File: config.mk
export PLATFORM = sky130hd
export DESIGN_NAME = chimera_cfg_switch
export DESIGN_NICKNAME = d
export VERILOG_FILES = /design/src/rtl/chimera_cfg_switch.sv
export SDC_FILE = /design/constraint.sdc
export NUM_CORES = 1
export LEC_CHECK = 0
export ABC_AREA = 1
export CORE_ASPECT_RATIO = 1.75
export CORE_MARGIN = 5
export CORE_UTILIZATION = 25
export CTS_BUF_LIST = sky130_fd_sc_hd__clkbuf_4 sky130_fd_sc_hd__clkbuf_8 sky130_fd_sc_hd__clkbuf_16
export DETAILED_ROUTE_END_ITERATION = 10
export HOLD_SLACK_MARGIN = 0.05
export PLACE_DENSITY = 0.65
export RECOVER_POWER = 25
export SLEW_MARGIN = 20
export SYNTH_ARGS = -nofsm -noshare
export SYNTH_HDL_FRONTEND = slang
export SYNTH_SLANG_ARGS = --single-unit
File: constraint.sdc
create_clock -name clk_i -period 1.5 [get_ports clk_i]
set_clock_uncertainty 0.15 [all_clocks]
set_input_delay 0.3 -clock clk_i [delete_from_list [all_inputs] [get_ports clk_i]]
set_output_delay 0.3 -clock clk_i [all_outputs]
set_load 0.03 [all_outputs]
File: src/rtl/chimera_cfg_switch.sv
// chimera_cfg_switch: runtime selector for one of NumCfgs configuration presets.
// A switch request quiesces the downstream fabric through an isolate handshake,
// applies the new preset, holds isolation for a settle window, then releases.
module chimera_cfg_switch #(
    parameter  int unsigned NumCfgs       = 4,
    parameter  int unsigned CfgWidth      = 32,
    parameter  int unsigned DefaultIdx    = 0,
    parameter  int unsigned SettleCycles  = 8,
    parameter  int unsigned TimeoutCycles = 1024,
    localparam int unsigned IdxWidth      = (NumCfgs > 1) ? $clog2(NumCfgs) : 1
) (
    input  logic                        clk_i,
    input  logic                        rst_ni,
    input  logic [NumCfgs*CfgWidth-1:0] presets_i,
    input  logic                        req_valid_i,
    output logic                        req_ready_o,
    input  logic [IdxWidth-1:0]         req_idx_i,
    input  logic                        busy_i,
    output logic                        isolate_req_o,
    input  logic                        isolate_ack_i,
    output logic [CfgWidth-1:0]         cfg_o,
    output logic [IdxWidth-1:0]         cfg_idx_o,
    output logic                        cfg_valid_o,
    output logic                        done_o,
    output logic                        err_o
);

    // One counter serves the INIT/SETTLE windows and the DRAIN timeout.
    localparam int unsigned CntMax   = (SettleCycles > TimeoutCycles) ? SettleCycles : TimeoutCycles;
    localparam int unsigned CntWidth = $clog2(CntMax + 1);

    localparam logic [CntWidth-1:0] SETTLE_LAST  = CntWidth'((SettleCycles == 0) ? 0 : SettleCycles - 1);
    localparam logic [CntWidth-1:0] TIMEOUT_LAST = CntWidth'(TimeoutCycles - 1);
    localparam logic [CntWidth-1:0] CNT_ONE      = CntWidth'(1);
    localparam logic [IdxWidth:0]   NUM_CFGS     = (IdxWidth + 1)'(NumCfgs);
    localparam logic [IdxWidth-1:0] DEFAULT_IDX  = IdxWidth'(DefaultIdx);

    typedef enum logic [2:0] {
        ST_INIT,
        ST_IDLE,
        ST_DRAIN,
        ST_APPLY,
        ST_SETTLE,
        ST_RELEASE
    } state_t;

    state_t               state;
    logic [CntWidth-1:0]  cnt;
    logic [IdxWidth-1:0]  active_idx;
    logic [IdxWidth-1:0]  target_idx;
    logic                 abort;
    logic                 idx_oob;

    assign idx_oob   = ({1'b0, req_idx_i} >= NUM_CFGS);
    assign cfg_idx_o = active_idx;

    // Select the active preset word from the static table.
    always_comb begin
        cfg_o = '0;
        for (int unsigned k = 0; k < NumCfgs; k++) begin
            if (active_idx == IdxWidth'(k)) begin
                cfg_o = presets_i[k*CfgWidth +: CfgWidth];
            end
        end
    end

    // Switch sequencer; outputs are registered alongside the state transitions.
    always_ff @(posedge clk_i or negedge rst_ni) begin
        if (!rst_ni) begin
            state         <= ST_INIT;
            cnt           <= '0;
            active_idx    <= DEFAULT_IDX;
            target_idx    <= DEFAULT_IDX;
            abort         <= 1'b0;
            isolate_req_o <= 1'b0;
            cfg_valid_o   <= 1'b0;
            req_ready_o   <= 1'b0;
            done_o        <= 1'b0;
            err_o         <= 1'b0;
        end else begin
            done_o <= 1'b0;
            err_o  <= 1'b0;
            case (state)
                ST_INIT: begin
                    if (cnt == SETTLE_LAST) begin
                        state       <= ST_IDLE;
                        cnt         <= '0;
                        req_ready_o <= 1'b1;
                        cfg_valid_o <= 1'b1;
                    end else begin
                        cnt <= cnt + CNT_ONE;
                    end
                end
                ST_IDLE: begin
                    // req_ready_o is high throughout IDLE, so valid alone is a handshake.
                    if (req_valid_i) begin
                        if (idx_oob) begin
                            err_o <= 1'b1;
                        end else if (req_idx_i == active_idx) begin
                            done_o <= 1'b1;
                        end else begin
                            target_idx    <= req_idx_i;
                            state         <= ST_DRAIN;
                            cnt           <= '0;
                            req_ready_o   <= 1'b0;
                            cfg_valid_o   <= 1'b0;
                            isolate_req_o <= 1'b1;
                        end
                    end
                end
                ST_DRAIN: begin
                    // A clean ack wins over a timeout landing in the same cycle.
                    if (isolate_ack_i && !busy_i) begin
                        state <= ST_APPLY;
                        cnt   <= '0;
                    end else if (cnt == TIMEOUT_LAST) begin
                        abort         <= 1'b1;
                        state         <= ST_RELEASE;
                        cnt           <= '0;
                        isolate_req_o <= 1'b0;
                    end else begin
                        cnt <= cnt + CNT_ONE;
                    end
                end
                ST_APPLY: begin
                    active_idx <= target_idx;
                    cnt        <= '0;
                    if (SettleCycles == 0) begin
                        state         <= ST_RELEASE;
                        isolate_req_o <= 1'b0;
                    end else begin
                        state <= ST_SETTLE;
                    end
                end
                ST_SETTLE: begin
                    if (cnt == SETTLE_LAST) begin
                        state         <= ST_RELEASE;
                        cnt           <= '0;
                        isolate_req_o <= 1'b0;
                    end else begin
                        cnt <= cnt + CNT_ONE;
                    end
                end
                ST_RELEASE: begin
                    if (!isolate_ack_i) begin
                        state       <= ST_IDLE;
                        req_ready_o <= 1'b1;
                        cfg_valid_o <= 1'b1;
                        done_o      <= !abort;
                        err_o       <= abort;
                        abort       <= 1'b0;
                    end
                end
                default: begin
                    state         <= ST_INIT;
                    cnt           <= '0;
                    isolate_req_o <= 1'b0;
                    cfg_valid_o   <= 1'b0;
                    req_ready_o   <= 1'b0;
                end
            endcase
        end
    end

endmodule
# --- Word level (Yosys, flattened, before mapping) ---
# Cells that the tools add are included.
word_totals:
  regBits: 23
  latchBits: 0
  mem_bits_rw: 0
  romBits: 0
  inputBits: 135
  output_inout_bits: 39
  wordCells: 87
  mem_count: 0
classes:
  add_sub_neg: 1
  multipliers: 0
  n_div: 0
  n_lt_le_gt_ge: 0
  eq_ne: 19
  shift: 0
  muxes: 39
  bitwise: 4
  n_reduce_logical: 15
ops:
  columns: ["cell", "n"]
  rows:
  - ["$mux 32", 4]
  - ["$mux 11", 5]
  - ["$pmux 11 s4", 1]
  - ["$mux 3", 7]
  - ["$pmux 3 s6", 1]
  - ["$mux 1", 17]
  - ["$ne 2x2->1 const B", 7]
  - ["$reduce_and 6->1", 2]
  - ["$add 11x1->11 const B", 1]
  - ["$eq 11x10->1 const B", 1]
  - ["$eq 11x3->1 const B", 1]
  - ["$pmux 1 s4", 2]
  - ["$eq 3x2->1 const B", 2]
  - ["$eq 3x3->1 const B", 2]
  - ["$reduce_and 3->1", 2]
  - ["$reduce_or 3->1", 2]
  - ["$reduce_and 5->1", 1]
  - ["$eq 2x2->1 const B", 2]
  - ["$not 1->1", 4]
  - ["$pmux 1 s2", 2]
  - ["$reduce_and 4->1", 1]
  - ["$eq 3x1->1 const B", 1]
  - ["$logic_not 3->1", 1]
  - ["$ne 3x3->1 const B", 1]
  - ["other kinds (7)", 8]

# --- Logic depth before layout (Yosys ltp) ---
depth:
  word_depth: 5
  ltp_mapped: 10
  ltp_nobuf: 10

# --- Worst setup path before layout ---
# Ideal clock, no wire load.
synth_path:
  path_type: "register to output"
  from: "register active_idx[0], in the netlist cfg_idx_o[0]"
  to: "output port cfg_o[10]"
  t_arrival_ns: 1.692
  t_required_ns: 1.050
  setup_slack_ns: -0.642
  stages_incl_launch_ff: 6
  path_buffers: 2
  cell_sequence: "dfrtp_1 buf_4 nor2_1 buf_2 a221oi_1 a21oi_1"
synth_between:
  elab_chain_len: 5
  word_cells_on_any_way: 8
  classes_between: "eq/ne (3); mux (4); reduce/logical (1)"
synth_rtl:
  columns: ["element", "line_no", "rtl"]
  rows:
  - ["start: declaration", "49", "logic [IdxWidth-1:0] active_idx;"]
  - ["start signal: assignment", "126", "active_idx <= target_idx;"]
  - ["$logic_not 2->1", "61", "if (active_idx == IdxWidth'(k)) begin"]
  - ["$mux 32 (3 in a row)", "61", null]
  - ["$mux 32 *", "61", null]
  - ["end: declaration", "21", "output logic [CfgWidth-1:0] cfg_o,"]
# Mark *: on every way between the ends. The rest lies on a longest branch, timed or not.

# --- Worst setup path in the final report ---
layout_path:
  from: "register active_idx[0], in the netlist cfg_idx_o[0]"
  to: "output port cfg_o[21]"
# The elaborated chain is that of the path after synthesis.

==> results.txt <==
The cell depth of the worst flop-to-flop path is 10. CTS saw 23 sinks. Counting both buffers and inverters, the worst setup path holds a total of 5. The area of placed instances came out at 0.00495 mm2.

The maximum level of the CTS H-tree is 1. The relative max-transition margin came out at 57.5%. The total CTS buffers came out at 3.

The height of the chip is 136 um. The worst hold path cell count came out at 1. The register-to-register setup slack is -0.36 ns. The clock network latency to the later pin of the worst-skew pair came out at 0.26 ns. The first-pass GRT wire length came out at 18200 um.

In the final layout, the share of cells above drive strength 1 is 36.3%. The count of pins on the block boundary came out at 174. The number of cells in the design after placement came out at 718. In this run the worst path has a maximum fanout of 8. Global routing consumed, on the met1 layer, 20.0% of the routing resources. The worst setup path is captured at an output pin. The final wirelength is 12700 um. The final clock period utilization by the worst path is 139%. Hold repair after CTS inserted 0 buffers. In this design, the stage delay of the slowest critical-path cell is 0.45 ns. The final setup violation count is 52. The type of the worst setup path is flop to output pin.

The final reports fail on negative setup slack. The area of the die is 0.0112 mm2. The number of maximum-capacitance constraint violations came out at 0. After synthesis the netlist holds a flip-flop and latch count of 23. The CTS clock-pin slew for the worst setup and hold paths is 0.06 ns. Setup repair after global routing could not meet its margin everywhere.

On the critical path the largest part of the delay comes from buffers and inverters. The total via count in the routed design came out at 3649. The mean cell area of the mapped netlist is 6.04 um2. The HPWL after detailed placement is 9950 um. The die is 82.3 um wide. The fraction of the core area covered by cells at the end of the flow is 62.7%. The worst hold path terminates at done_o. The peak supply drop came out at 1.15 mV. The slowest cell on the critical path is dfrtp_2.

The required time of the worst setup path is 1.05 ns. The routed wirelength normalized by instance count is 17.2 um. Dividing the detail-routed via count by the number of cells gives 4.96. Entering global routing, the biggest net connects 24 pins. TritonCTS built the clock tree. The area overhead of the layout relative to synthesis came out at 146%. The final instance count without filler cells came out at 735. The startpoint identified for the worst register-to-register timing path is cfg_idx_o[0]. The worst slack at placement came out at -0.391 ns. Hold is met by 0.329 ns. The run finished, with violations left. The leakage power total came out at 2.45 nW. The cell count after synthesis came out at 378. Global routing used 5.17% of the available met3 tracks.

Row generation in the floorplan step produced 46 rows. The unique cell type count in the Yosys netlist is 29. The final cell area excluding filler cells came out at 0.00563 mm2. The worst hold path begins at abort. The final antenna-violating net count came out at 0.

The min-delay analysis places its worst path in the category flop to flop. For met2 alone, demand over resource in global routing was 39.9%. The time the worst path needs with I/O delays and setup is 2.08 ns. Port buffering added 173 buffers. The number of nets in the synthesized netlist came out at 514. The kind of start point of the critical path is a flop. The final count of hold timing violations is 0. The maximum clock frequency came out at 480 MHz. The detailed-route DRC error count is 0. The most frequent cell on the critical path is buf_12. The number of antenna violations at the first check in global routing is 0.

The final layout net count is 752. The total routing usage reported by global routing is 20.9%. The routing layer with the top usage in global route is met2.

The starting utilization of the core area is 25.4%. During synthesis, Yosys emitted a total of 0 warnings. The maximum clock path buffer count came out at 2.

The post-synthesis instance area is 0.00228 mm2. The end of the worst register-to-register path is cnt[5]. The sequential share of the synthesized area is 25.2%. The via count of the first global-routing pass is 3705.

The final weighted congestion in routability-driven placement came out at 0.890. The data arrival time of the critical path is 1.63 ns. Walking the worst path, the cells encountered are buf_12, nand2_8, inv_8, buf_12, buf_12, nand2_1, nand4_1, buf_6.

The worst path setup slack after routing came out at -0.584 ns. The final max-slew violation count came out at 0. The number of detailed-routing iterations run before antenna repair came out at 6. In this run, the number of DRC markers left after iteration 0 of detailed routing was 95. The total overflow reported by the global router is 0. The slew of the pin with the lowest slew margin came out at 0.638 ns.

The count of antenna diodes in the layout came out at 0. Clock tree synthesis selected as its root buffer the cell clkbuf_16. The placeable core region came out at 0.00898 mm2. The power density of the placed cells came out at 1880 mW/mm2.
synth_stat cells:
| cell | instances | area (um2) |
|---|---|---|
| nand2_1 | 125 | 469 |
| nand3_1 | 49 | 245 |
| nor2_1 | 35 | 131 |
| inv_1 | 29 | 109 |
| nand4_1 | 26 | 163 |
| dfrtp_1 | 23 | 576 |
| a21oi_1 | 17 | 85.1 |
| a221oi_1 | 13 | 114 |
| buf_2 | 8 | 40.0 |
| clkbuf_1 | 7 | 26.3 |
| o21ai_0 | 7 | 35.0 |
| inv_2 | 5 | 18.8 |
| nor2_2 | 5 | 31.3 |
| xor2_1 | 5 | 43.8 |
| nand2_2 | 4 | 25.0 |
| buf_4 | 2 | 15.0 |
| nor2_4 | 2 | 22.5 |
| nor3_1 | 2 | 10.0 |
| nor3_2 | 2 | 20.0 |
| or2_2 | 2 | 12.5 |
| xnor2_1 | 2 | 17.5 |
| buf_1 | 1 | 3.75 |
| ha_1 | 1 | 12.5 |
| inv_4 | 1 | 6.26 |
| nand3b_1 | 1 | 7.51 |
| nand4_4 | 1 | 21.3 |
| o2111ai_1 | 1 | 8.76 |
| o22ai_1 | 1 | 6.26 |
| o32ai_1 | 1 | 8.76 |
what timing repair did:
| item | 4_1_cts | 5_1_grt |
|---|---|---|
| resized for setup | 76 | 34 |
| pin swaps | 24 | 13 |
| endpoints found under the setup margin | 53 | 54 |
| gates cloned | 0 | 2 |
| setup buffers | 9 | 3 |
sequential cells by signal, indices dropped and copies added, names as in the netlist:
register	count
isolate_req_o	1
cfg_idx_o	2
target_idx	2
err_o	1
done_o	1
abort	1
state	3
cfg_valid_o	1
cnt	11
where the power goes:
| part | switching (W) | internal, W |
|---|---|---|
| combinational | 0.00479 | 0.00417 |
| sequential | 0.000207 | 0.000810 |
| clock | 0.000244 | 0.000360 |
| total | 0.00524 | 0.00534 |
cell type report:
cell class	count	area (um2)
tap	120	150
clock inverter	1	5.00
sequential	23	583
clock buffer	3	75.1
multi-input combinational	302	2120
inverter	35	141
fill	738	3350
timing repair buffer	251	2550
placed cells by master, fill, tap and decap left out, types with 3 or more instances in the layout:
cell	count
buf_12	11
nand2_2	19
o21ai_0	4
nor2_4	9
clkbuf_16	5
nand2_4	7
a221oi_4	9
inv_2	6
a21oi_4	13
dfrtp_1	17
a21oi_1	3
inv_1	27
buf_4	62
nand3_2	11
nand2_1	102
xor2_1	5
dfrtp_2	6
nand3_1	36
nand4_1	26
nor2_1	30
nor2_2	3
clkdlybuf4s50_1	133
buf_6	39
worst reg2reg max path: stages (launching register included):
cell,delay (ns)
dfrtp_2,0.45
buf_4,0.15
buf_6,0.10
buf_4,0.14
xnor2_4,0.16
nand3_4,0.11
nand2_4,0.08
nor2_4,0.18
inv_4,0.09
nand2_1,0.07
nand3_1,0.07
through the flow:
stage	setup TNS, ns	total power (W)
6_report	-22.92	0.0106
5_1_grt	-25.85	0.0111
4_1_cts	-19.55	0.0101
3_5_place_dp	-14.56	0.00849
3_3_place_gp	-13.10	0.00838
2_1_floorplan	-7.96	0.00555
cell families (layout without fill, tap and decap cells):
group / count (synthesis) / count (layout) / synth area share (%)
flops: 23 / 23 / 25.2
xor+xnor: 7 / 7 / 2.68
compound gates: 40 / 40 / 11.3
simple gates: 254 / 254 / 50.7
buf+inv: 53 / 290 / 9.58
fa+ha+maj: 1 / 1 / 0.548
routing by layer:
layer  routed length, um  up-vias
met5                   0        -
met4                 541        0
met3                1370       42
met2                6750      178
met1                4010     1685
li1                    -     1744
worst max path at each step:
stage                              from  cells past startpoint  slack (ns)        end
final                      cfg_idx_o[0]                      8       -0.58  cfg_o[21]
after floorplan            cfg_idx_o[0]                      5       -0.25  cfg_o[19]
after global routing       cfg_idx_o[0]                      8       -0.63  cfg_o[25]
after detailed placement  presets_i[63]                      5       -0.39  cfg_o[31]
after global placement    presets_i[63]                      5       -0.34  cfg_o[31]
after CTS                  cfg_idx_o[0]                      7       -0.57  cfg_o[16]
(Power assumes the default switching activity.)
==> RTL change: new RTL, config.mk and constraints unchanged <==
Put one more register stage on the output `err_o`, without a reset. The value now appears one clock later. The other outputs are not delayed to match.
--- a/src/rtl/chimera_cfg_switch.sv
+++ b/src/rtl/chimera_cfg_switch.sv
@@ -44,6 +44,8 @@
         ST_RELEASE
     } state_t;
 
+    logic err_s0;
+
     state_t               state;
     logic [CntWidth-1:0]  cnt;
     logic [IdxWidth-1:0]  active_idx;
@@ -76,10 +78,10 @@
             cfg_valid_o   <= 1'b0;
             req_ready_o   <= 1'b0;
             done_o        <= 1'b0;
-            err_o         <= 1'b0;
+            err_s0        <= 1'b0;
         end else begin
             done_o <= 1'b0;
-            err_o  <= 1'b0;
+            err_s0 <= 1'b0;
             case (state)
                 ST_INIT: begin
                     if (cnt == SETTLE_LAST) begin
@@ -95,7 +97,7 @@
                     // req_ready_o is high throughout IDLE, so valid alone is a handshake.
                     if (req_valid_i) begin
                         if (idx_oob) begin
-                            err_o <= 1'b1;
+                            err_s0 <= 1'b1;
                         end else if (req_idx_i == active_idx) begin
                             done_o <= 1'b1;
                         end else begin
@@ -147,7 +149,7 @@
                         req_ready_o <= 1'b1;
                         cfg_valid_o <= 1'b1;
                         done_o      <= !abort;
-                        err_o       <= abort;
+                        err_s0      <= abort;
                         abort       <= 1'b0;
                     end
                 end
@@ -162,4 +164,8 @@
         end
     end
 
+    always_ff @(posedge clk_i) begin
+        err_o <= err_s0;
+    end
+
 endmodule
Function: no difference found for any inputs over 10 cycles, from zero or initial values and one cycle with rst_ni low; that may be too few to reach the edited logic, so the function may still have changed.
==> RTL change against the unedited design <==
  * The flow still finishes with violations (setup timing)
  * Cell area about the same
  * Routed wire length up 7.5%
  * Setup slack worse by 0.024 ns
  * Synthesized area up 1.9%
  * Sequential share of layout area up 0.26 points
  * Sequential cell count up 1
  * Power down 0.77%
==> RTL change: results (changes against the unedited design) <==
[synth]
synth_compound_area_frac = 0.128  ; +0.0151
synthArstFlopShare = 0.958  ; -0.0417
synth_area_leaders = dfrtp_1, nand2_1, nand3_1
seq_area_frac_synth = 0.256  ; +0.00386
synth-xor-area-share = 0.0188  ; -0.00803
synth_cell_types = 33  ; +14%
synth_nets = 520  ; +1.2%
synth_fa_ha_area_frac = 0.00537  ; -0.000103
avgSynthCellArea_um2 = 6.06  ; +0.32%

[routing]
wl_met2_mm = 7.59  ; +12%
drt-met1-wl_mm = 4.72  ; +18%
met3_length_um = 988  ; -28%
via_per_inst = 5.05  ; +1.7%
wl_mm = 13.6  ; +7.5%
firstDrtPassIters = 4  ; -2

[timing]
setup_viol = 53  ; +1.9%
tightest_slew_ns = 0.643  ; +0.00466 ns
setup_ws_ns = -0.609  ; -0.0244 ns
setup_tns_ns = -20.15  ; +2.78 ns

[power]
switchingPower_mw = 5.17  ; -1.3%
p_leak_nw = 2.47  ; +0.95%
peakVddDrop_uv = 1190  ; +3.9%
power_frac_seq = 0.098  ; +0.002

[grt]
grt_use_met2 = 0.449  ; +0.0500
grt_first_pass_wirelength_mm = 20.3  ; +11%
gr-usage-all-layers = 0.222  ; +0.0125
grt_util_met1 = 0.219  ; +0.0192
use_met3 = 0.0527  ; +0.000939

[critical_path]
critPathArrivalTime_ns = 1.66  ; +0.03 ns
slowest_delay_ns = 0.47  ; +0.02 ns
critPathMaxFanout = 6  ; -2

[clock_network]
post_cts_resized = 72  ; -5.3%
cts_setup_buffers = 10  ; +1

[placed_design]
post-place-ws_ns = -0.350  ; +0.0412 ns
gp_congestion = 0.914  ; +2.7%
place_inst = 714  ; -0.56%
place_area_um2 = 4920  ; -0.61%
dp_hpwl_mm = 10.0  ; +0.77%

[final_layout]
final_layout_size_suffix_gt1_frac = 0.378  ; +0.0156
layout.area.seq_um2 = 598  ; +2.6%
bufAreaShareNonClock = 0.439  ; -0.0145
area_delta_synth_final_pct = 142
fillers = 757  ; +2.6%
seq_cell_count = 24  ; +4.3%
clock_cell_area_share = 0.0187  ; +0.00444
finalNetCount = 753  ; +0.13%
buffers = 246  ; -2.0%
multi_input_cells = 307  ; +1.7%
multi_input_area_um2 = 2170  ; +2.1%

[status]
violations = setup timing
status = finished with violations

RTL change: cell count changes after synthesis, sizes merged, moves of 2 or more:
cell | unedited run | this run
o211ai | 0 | 2
a21oi | 17 | 20
nand2 | 129 | 133
xor2 | 5 | 3
nor3 | 4 | 2
RTL change: worst paths after layout:
check,end,cells past startpoint,from,slack (ns)
max,cfg_o[20],7,cfg_idx_o[0]$_DFFE_PN0P_,-0.61
min,err_o$_DFF_P_,0,err_s0$_DFF_PN0_,0.19
max reg2reg,cnt[5]$_DFFE_PN0P_,7,cfg_idx_o[0]$_DFFE_PN0P_,-0.19
min reg2reg,err_o$_DFF_P_,0,err_s0$_DFF_PN0_,0.19
max in group asynchronous,cfg_idx_o[0]$_DFFE_PN0P_,2,rst_ni,0.31
min in group asynchronous,cnt[10]$_DFFE_PN0P_,2,rst_ni,0.43
RTL change: cells by family after synthesis:
group,after synthesis
and+or+nand+nor,254
adders and majority gates,1
DFF,24
AOI/OAI and AO/OA,46
xor gates and xnor gates,5
buffers and inverters,54
